**config.mk**
```make
export PLATFORM = sky130hd
export DESIGN_NAME = lcd_st7789v3_rx
export DESIGN_NICKNAME = d
export VERILOG_FILES = /design/src/rtl/lcd_st7789v3_rx_pkg.sv /design/src/rtl/lcd_spi_deser.sv /design/src/rtl/lcd_st7789v3_rx.sv
export SDC_FILE = /design/constraint.sdc
export NUM_CORES = 1
export LEC_CHECK = 0
export CORE_MARGIN = 2
export CORE_UTILIZATION = 35
export DETAILED_ROUTE_END_ITERATION = 10
export GPL_ROUTABILITY_DRIVEN = 1
export GPL_TIMING_DRIVEN = 0
export PLACE_DENSITY = 0.63
export SYNTH_ARGS = -nofsm -noshare
export SYNTH_HDL_FRONTEND = slang
export SYNTH_SLANG_ARGS = --single-unit
```
**constraint.sdc**
```tcl
create_clock -name clk -period 14.4 [get_ports clk]
set_clock_uncertainty 0.2 [all_clocks]
set_input_delay 1.44 -clock clk [delete_from_list [all_inputs] [get_ports clk]]
set_output_delay 1.44 -clock clk [all_outputs]
set_load 0.01 [all_outputs]
```
**src/rtl/lcd_st7789v3_rx_pkg.sv**
```systemverilog
// rtl/lcd_st7789v3_rx_pkg.sv - command codes and decoder state type for the ST7789V3 responder
package lcd_st7789v3_rx_pkg;

    localparam logic [7:0] CMD_SWRESET = 8'h01;
    localparam logic [7:0] CMD_SLPIN   = 8'h10;
    localparam logic [7:0] CMD_SLPOUT  = 8'h11;
    localparam logic [7:0] CMD_NORON   = 8'h13;
    localparam logic [7:0] CMD_INVOFF  = 8'h20;
    localparam logic [7:0] CMD_INVON   = 8'h21;
    localparam logic [7:0] CMD_DISPOFF = 8'h28;
    localparam logic [7:0] CMD_DISPON  = 8'h29;
    localparam logic [7:0] CMD_CASET   = 8'h2A;
    localparam logic [7:0] CMD_RASET   = 8'h2B;
    localparam logic [7:0] CMD_RAMWR   = 8'h2C;

    typedef enum logic [1:0] {
        ST_IDLE,
        ST_ARG,
        ST_RAMWR,
        ST_IGNORE
    } dec_state_t;

    // Parameterless commands return to IDLE so that a stray data byte is flagged;
    // unknown commands swallow their parameters silently.
    function automatic dec_state_t cmd_next_state(input logic [7:0] code);
        dec_state_t ns;
        case (code)
            CMD_SWRESET, CMD_SLPIN, CMD_SLPOUT, CMD_NORON,
            CMD_INVOFF, CMD_INVON, CMD_DISPOFF, CMD_DISPON: ns = ST_IDLE;
            CMD_CASET, CMD_RASET:                           ns = ST_ARG;
            CMD_RAMWR:                                      ns = ST_RAMWR;
            default:                                        ns = ST_IGNORE;
        endcase
        return ns;
    endfunction

endpackage

```
**src/rtl/lcd_spi_deser.sv**
```systemverilog
// rtl/lcd_spi_deser.sv - pin synchronizers, SCL edge detect and 8-bit byte deserializer
module lcd_spi_deser #(
    parameter int SYNC_STAGES = 2
) (
    input  logic       clk,
    input  logic       rst,
    input  logic       lcd_cs,
    input  logic       lcd_scl,
    input  logic       lcd_sd,
    input  logic       lcd_rs,
    input  logic       lcd_rst,
    output logic       byte_valid,
    output logic [7:0] byte_data,
    output logic       byte_rs,
    output logic       link_rst
);

    logic [SYNC_STAGES-1:0] cs_sync;
    logic [SYNC_STAGES-1:0] scl_sync;
    logic [SYNC_STAGES-1:0] sd_sync;
    logic [SYNC_STAGES-1:0] rs_sync;
    logic [SYNC_STAGES-1:0] rst_sync;
    logic                   scl_q;
    logic [7:0]             shift_reg;
    logic [2:0]             bit_cnt;

    logic cs_s;
    logic scl_s;
    logic sd_s;
    logic rs_s;
    logic rst_n_s;
    logic scl_rise;

    assign cs_s     = cs_sync[SYNC_STAGES-1];
    assign scl_s    = scl_sync[SYNC_STAGES-1];
    assign sd_s     = sd_sync[SYNC_STAGES-1];
    assign rs_s     = rs_sync[SYNC_STAGES-1];
    assign rst_n_s  = rst_sync[SYNC_STAGES-1];
    assign scl_rise = scl_s & ~scl_q;
    assign link_rst = ~rst_n_s;

    // Synchronizer chains; active-low pins idle at their inactive level out of reset.
    always_ff @(posedge clk or posedge rst) begin
        if (rst) begin
            cs_sync  <= '1;
            scl_sync <= '0;
            sd_sync  <= '0;
            rs_sync  <= '0;
            rst_sync <= '1;
            scl_q    <= 1'b0;
        end else begin
            cs_sync  <= (cs_sync  << 1) | SYNC_STAGES'(lcd_cs);
            scl_sync <= (scl_sync << 1) | SYNC_STAGES'(lcd_scl);
            sd_sync  <= (sd_sync  << 1) | SYNC_STAGES'(lcd_sd);
            rs_sync  <= (rs_sync  << 1) | SYNC_STAGES'(lcd_rs);
            rst_sync <= (rst_sync << 1) | SYNC_STAGES'(lcd_rst);
            scl_q    <= scl_s;
        end
    end

    // MSB-first shift on sampled SCL rising edges; CS high drops a partial byte.
    always_ff @(posedge clk or posedge rst) begin
        if (rst) begin
            shift_reg  <= 8'h00;
            bit_cnt    <= 3'd0;
            byte_valid <= 1'b0;
            byte_data  <= 8'h00;
            byte_rs    <= 1'b0;
        end else begin
            byte_valid <= 1'b0;
            if (!rst_n_s) begin
                shift_reg <= 8'h00;
                bit_cnt   <= 3'd0;
            end else if (cs_s) begin
                bit_cnt <= 3'd0;
            end else if (scl_rise) begin
                shift_reg <= {shift_reg[6:0], sd_s};
                if (bit_cnt == 3'd7) begin
                    byte_valid <= 1'b1;
                    byte_data  <= {shift_reg[6:0], sd_s};
                    byte_rs    <= rs_s;
                    bit_cnt    <= 3'd0;
                end else begin
                    bit_cnt <= bit_cnt + 3'd1;
                end
            end
        end
    end

endmodule

```
**src/rtl/lcd_st7789v3_rx.sv**
```systemverilog
// rtl/lcd_st7789v3_rx.sv - ST7789V3 link responder: command decode, address window, pixel stream
module lcd_st7789v3_rx
    import lcd_st7789v3_rx_pkg::*;
#(
    parameter int DISP_WIDTH  = 135,
    parameter int DISP_HEIGHT = 240,
    parameter int SYNC_STAGES = 2
) (
    input  logic        clk,
    input  logic        rst,
    input  logic        lcd_cs,
    input  logic        lcd_scl,
    input  logic        lcd_sd,
    input  logic        lcd_rs,
    input  logic        lcd_rst,
    output logic        cmd_valid,
    output logic [7:0]  cmd_code,
    output logic        pix_valid,
    output logic [15:0] pix_x,
    output logic [15:0] pix_y,
    output logic [15:0] pix_data,
    output logic [15:0] xs,
    output logic [15:0] xe,
    output logic [15:0] ys,
    output logic [15:0] ye,
    output logic        sleep_out,
    output logic        disp_on,
    output logic        inv_on,
    output logic        err
);

    localparam logic [15:0] XE_DEFAULT = 16'(DISP_WIDTH - 1);
    localparam logic [15:0] YE_DEFAULT = 16'(DISP_HEIGHT - 1);
    localparam logic [15:0] X_LIMIT    = 16'(DISP_WIDTH);
    localparam logic [15:0] Y_LIMIT    = 16'(DISP_HEIGHT);

    logic       byte_valid;
    logic [7:0] byte_data;
    logic       byte_rs;
    logic       link_rst;

    dec_state_t state;
    dec_state_t state_next;

    logic [2:0]  arg_cnt;
    logic [23:0] arg_buf;
    logic        arg_row;
    logic        arg_done;
    logic [15:0] px;
    logic [15:0] py;
    logic        hi_pend;
    logic [7:0]  hi_byte;

    logic [15:0] arg_s;
    logic [15:0] arg_e;
    logic        arg_ok;

    lcd_spi_deser #(
        .SYNC_STAGES(SYNC_STAGES)
    ) u_deser (
        .clk        (clk),
        .rst        (rst),
        .lcd_cs     (lcd_cs),
        .lcd_scl    (lcd_scl),
        .lcd_sd     (lcd_sd),
        .lcd_rs     (lcd_rs),
        .lcd_rst    (lcd_rst),
        .byte_valid (byte_valid),
        .byte_data  (byte_data),
        .byte_rs    (byte_rs),
        .link_rst   (link_rst)
    );

    // Window candidate formed from the three buffered bytes plus the byte arriving now.
    always_comb begin
        arg_s  = arg_buf[23:8];
        arg_e  = {arg_buf[7:0], byte_data};
        arg_ok = (arg_s <= arg_e) && (arg_e < (arg_row ? Y_LIMIT : X_LIMIT));
    end

    // Decoder state register.
    always_ff @(posedge clk or posedge rst) begin
        if (rst) begin
            state <= ST_IDLE;
        end else if (link_rst) begin
            state <= ST_IDLE;
        end else begin
            state <= state_next;
        end
    end

    // Next state: commands pick the state outright, the 4th argument byte ends ARG.
    always_comb begin
        state_next = state;
        if (byte_valid) begin
            if (!byte_rs) begin
                state_next = cmd_next_state(byte_data);
            end else if (state == ST_ARG && arg_cnt == 3'd3) begin
                state_next = ST_IGNORE;
            end
        end
    end

    // Window, flags, argument collection, pixel pairing and pulse outputs.
    always_ff @(posedge clk or posedge rst) begin
        if (rst) begin
            cmd_valid <= 1'b0;
            cmd_code  <= 8'h00;
            pix_valid <= 1'b0;
            pix_x     <= 16'd0;
            pix_y     <= 16'd0;
            pix_data  <= 16'd0;
            xs        <= 16'd0;
            xe        <= XE_DEFAULT;
            ys        <= 16'd0;
            ye        <= YE_DEFAULT;
            sleep_out <= 1'b0;
            disp_on   <= 1'b0;
            inv_on    <= 1'b0;
            err       <= 1'b0;
            arg_cnt   <= 3'd0;
            arg_buf   <= 24'd0;
            arg_row   <= 1'b0;
            arg_done  <= 1'b0;
            px        <= 16'd0;
            py        <= 16'd0;
            hi_pend   <= 1'b0;
            hi_byte   <= 8'h00;
        end else begin
            cmd_valid <= 1'b0;
            pix_valid <= 1'b0;
            err       <= 1'b0;
            if (link_rst) begin
                cmd_code  <= 8'h00;
                pix_x     <= 16'd0;
                pix_y     <= 16'd0;
                pix_data  <= 16'd0;
                xs        <= 16'd0;
                xe        <= XE_DEFAULT;
                ys        <= 16'd0;
                ye        <= YE_DEFAULT;
                sleep_out <= 1'b0;
                disp_on   <= 1'b0;
                inv_on    <= 1'b0;
                arg_cnt   <= 3'd0;
                arg_done  <= 1'b0;
                hi_pend   <= 1'b0;
            end else if (byte_valid && !byte_rs) begin
                cmd_valid <= 1'b1;
                cmd_code  <= byte_data;
                arg_cnt   <= 3'd0;
                arg_done  <= 1'b0;
                hi_pend   <= 1'b0;
                case (byte_data)
                    CMD_SWRESET: begin
                        xs        <= 16'd0;
                        xe        <= XE_DEFAULT;
                        ys        <= 16'd0;
                        ye        <= YE_DEFAULT;
                        sleep_out <= 1'b0;
                        disp_on   <= 1'b0;
                        inv_on    <= 1'b0;
                    end
                    CMD_SLPIN:   sleep_out <= 1'b0;
                    CMD_SLPOUT:  sleep_out <= 1'b1;
                    CMD_INVOFF:  inv_on    <= 1'b0;
                    CMD_INVON:   inv_on    <= 1'b1;
                    CMD_DISPOFF: disp_on   <= 1'b0;
                    CMD_DISPON:  disp_on   <= 1'b1;
                    CMD_CASET:   arg_row   <= 1'b0;
                    CMD_RASET:   arg_row   <= 1'b1;
                    CMD_RAMWR: begin
                        px <= xs;
                        py <= ys;
                    end
                    default: ;
                endcase
            end else if (byte_valid) begin
                case (state)
                    ST_IDLE: err <= 1'b1;
                    ST_ARG: begin
                        if (arg_cnt == 3'd3) begin
                            arg_done <= 1'b1;
                            if (arg_ok) begin
                                if (arg_row) begin
                                    ys <= arg_s;
                                    ye <= arg_e;
                                end else begin
                                    xs <= arg_s;
                                    xe <= arg_e;
                                end
                            end else begin
                                err <= 1'b1;
                            end
                        end else begin
                            arg_buf <= {arg_buf[15:0], byte_data};
                            arg_cnt <= arg_cnt + 3'd1;
                        end
                    end
                    ST_RAMWR: begin
                        if (!hi_pend) begin
                            hi_byte <= byte_data;
                            hi_pend <= 1'b1;
                        end else begin
                            hi_pend   <= 1'b0;
                            pix_valid <= 1'b1;
                            pix_x     <= px;
                            pix_y     <= py;
                            pix_data  <= {hi_byte, byte_data};
                            if (px == xe) begin
                                px <= xs;
                                py <= (py == ye) ? ys : py + 16'd1;
                            end else begin
                                px <= px + 16'd1;
                            end
                        end
                    end
                    // Extra bytes after a complete CASET/RASET are a violation.
                    ST_IGNORE: err <= arg_done;
                    default: ;
                endcase
            end
        end
    end

endmodule
```
==> qor.csv <==
metric;value;unit
antenna_left;0;
nets;1318;
regMostFlops;arg_buf;
p_leak;5.91;nW
cts_buffers;25;
antenna_cells;0;
synth_cells;1124;
final_hold_viol_count;0;
clockBufferDepth;3;
multi_input_area;4960;um2
clkLatencyLatePin;0.53;ns
die_h;183;um
io_pins;133;
crit_slowest_cell;clkbuf_1;
slew_headroom;0.476;
p_int;1.01;mW
crit_fanout;10;
routed_wl;33100;um
area_growth;23.2;%
cap_violations;0;
regArea;5750;um2
setup-violations-final;0;
dieWidth;183;um
yosysWarningCount;0;
clockPowerShare;0.463;
synth_edf_count;0;
core-area;31600;um2
drive_above_1_share;0.0913;
yosysSeqAreaShare;0.510;
comb_power_share;0.035;
gp_congestion;0.900;
cts_resized;0;
fill_cells;3064;
seqPwrFrac;0.502;
num_rows;65;
synth_nets;1158;
endpoint_kind;flip-flop;
drtIter0Drc;637;
power.density;93.4;nW/um2
rsz0062_at_grt;no;
slew_viol_final;0;
cts_setup_buffers;0;
grt_pass1_vias;8971;
wl_per_cell;19.4;um
path_buf_inv;3;
dpl.hpwl;24300;um
postSynth.asyncResetShare;1.00;
largest_register_ffs;24;
initial_core_util;0.356;
syn_avg_cell_area;10.0;um2
yosys_register_bits;229;
cts.clk_slew.worst_paths;0.06;ns
vias;8911;
syn_area;11300;um2
power_switching;290;uW
cts_root_buf;clkbuf_16;
path_class;flip-flop to flip-flop;
tightest_slew;0.786;ns
slowest_delay;0.62;ns
via_per_inst;5.23;
yosysUniqueCellTypes;66;
overflow;0;
ys.flop_type;dfrtp_1;
post_cts_hold_buffer_count;0;
post-route-util;0.439;
required;14.64;ns
cts_max_level;1;
cts_tree;done;
grt_usage;0.199;
antenna_found_initial;1;
crit_chain;clkbuf_1, inv_1, ha_1, nor2b_1, o21ai_0, a21boi_0, o31a_2, nor4b_4, buf_6, mux2i_1;
swShare;0.224;
outcome;completed;
drc_errors;0;
dieArea;33700;um2
fmax;0.255;GHz
power.total;1.30;mW
clock_sinks;229;
grt_max_degree;127;
fin_crit_sh;0.273;
portBuffers;132;
grt_pass1_wl;52300;um
drtPass1Iterations;5;
crit_path_start_kind;flip-flop;
min_period;3.93;ns
arrival;4.16;ns
fin_tns_setup;0;ns
hold_path_class;flip-flop to flip-flop;
vdd.ir_drop.worst;0.0000758;V
crit_family;buffers and inverters;
worst reg2reg max path, cell delays in order, from the launching register on:
cell,delay [ns]
dfrtp_1,0.39
clkbuf_1,0.62
inv_1,0.36
ha_1,0.40
nor2b_1,0.13
o21ai_0,0.12
a21boi_0,0.10
o31a_2,0.40
nor4b_4,0.62
buf_6,0.27
mux2i_1,0.22
stage by stage:
stage	std cells	hold slack [ns]	area, um2	worst slack [ns]
after floorplan	1124	0.131	11300	6.51
after global placement	1658	0.133	13100	3.25
after detailed placement	1659	0.135	13100	10.56
after CTS	1705	0.148	13900	10.51
after global routing	1705	0.158	13900	10.32
final	1705	0.146	13900	10.47
per-layer routing:
layer  GRT usage  up-vias  share of wire
met5           0        -        0.00039
met4      0.0749        2          0.036
met3      0.0337       68          0.054
met2       0.315      260           0.47
met1       0.274     4406           0.44
li1            -     4175              -
placed cells by master (no fill, tap or decap), types with 7 or more instances in the layout:
cell type and count:
ha_1 27, o22ai_1 12, a21oi_1 31, xor2_1 15
dfstp_2 14, nand4_1 18, buf_2 15, nor3_1 8
clkdlybuf4s50_1 132, inv_1 35, o21ai_0 61, clkbuf_1 51
a21boi_0 77, dfrtp_1 215, a2bb2oi_1 8, nand3_1 21
nor4_2 7, mux2i_1 77, mux2_2 9, nand2_1 250
nor2_1 53, buf_6 17, clkbuf_16 25, xnor2_1 16
nor3b_1 18
synthesized netlist by cell type (3+ instances only):
master / instances / area [um2]
mux2i_1: 77 / 771
o2bb2ai_1: 4 / 35.0
dfstp_2: 14 / 368
nand2_1: 250 / 938
or3_1: 4 / 25.0
dfrtp_1: 215 / 5380
buf_2: 15 / 75.1
ha_1: 27 / 338
inv_1: 36 / 135
or2_2: 3 / 18.8
mux2_2: 9 / 101
and3_1: 4 / 25.0
nor2_1: 53 / 199
buf_1: 3 / 11.3
o21ai_0: 61 / 305
a21oi_1: 31 / 155
a21boi_0: 77 / 578
nor4_2: 7 / 87.6
nor4_1: 4 / 25.0
and2_1: 4 / 25.0
buf_6: 17 / 191
nand3_1: 21 / 105
o211ai_1: 4 / 30.0
a2bb2oi_1: 8 / 70.1
xor2_1: 15 / 131
nand4_1: 18 / 113
o22ai_1: 12 / 75.1
nand2b_1: 5 / 31.3
nor2b_1: 3 / 18.8
clkbuf_1: 37 / 139
nor3b_1: 18 / 135
xnor2_1: 16 / 140
nor3_1: 8 / 40.0
cell families after synthesis:
kind of cell             after synthesis  share of synthesized area
adder cells (fa/ha/maj)               27                     0.0300
XOR/XNOR                              32                     0.0255
multiplexers                          86                     0.0774
AO/OA/AOI/OAI                        222                      0.130
flip-flops                           229                      0.510
buffers and inverters                110                     0.0503
AND/OR/NAND/NOR                      418                      0.177
power groups by stage:
stage	sequential, mW	combinational (mW)	clock, mW
global route	0.651	0.0506	0.643
global placement	0.662	0.0450	0
CTS	0.651	0.0466	0.613
finish	0.651	0.0454	0.600
detailed placement	0.662	0.0464	0
floorplan	0.662	0.0304	0
worst paths after layout:
kind                                                   from                          endpoint  slack (ns)  depth (start not counted)
hold reg to reg               u_deser.scl_sync[0]$_DFF_PP0_     u_deser.scl_sync[1]$_DFF_PP0_        0.15                          0
hold / removal                u_deser.scl_sync[0]$_DFF_PP0_     u_deser.scl_sync[1]$_DFF_PP0_        0.15                          0
setup / recovery           u_deser.byte_data[1]$_DFFE_PP0P_                 ys[3]$_DFFE_PP0P_       10.47                         10
setup reg to reg           u_deser.byte_data[1]$_DFFE_PP0P_                 ys[3]$_DFFE_PP0P_       10.47                         10
min in group asynchronous                               rst                ys[12]$_DFFE_PP0P_        1.25                          2
max in group asynchronous                               rst  u_deser.shift_reg[2]$_DFFE_PP0P_       11.64                          3
layout make-up:
| class | instances | share of cell area |
|---|---|---|
| multi-input combinational | 785 | 0.357 |
| inverter | 36 | 0.0103 |
| clock inverter | 3 | 0.00135 |
| timing repair buffer | 133 | 0.0972 |
| clock buffer | 43 | 0.0528 |
| buffer | 74 | 0.0311 |
| tap | 402 | 0.0362 |
| sequential | 229 | 0.414 |
No activity file was read; power rests on OpenSTA's default activity.
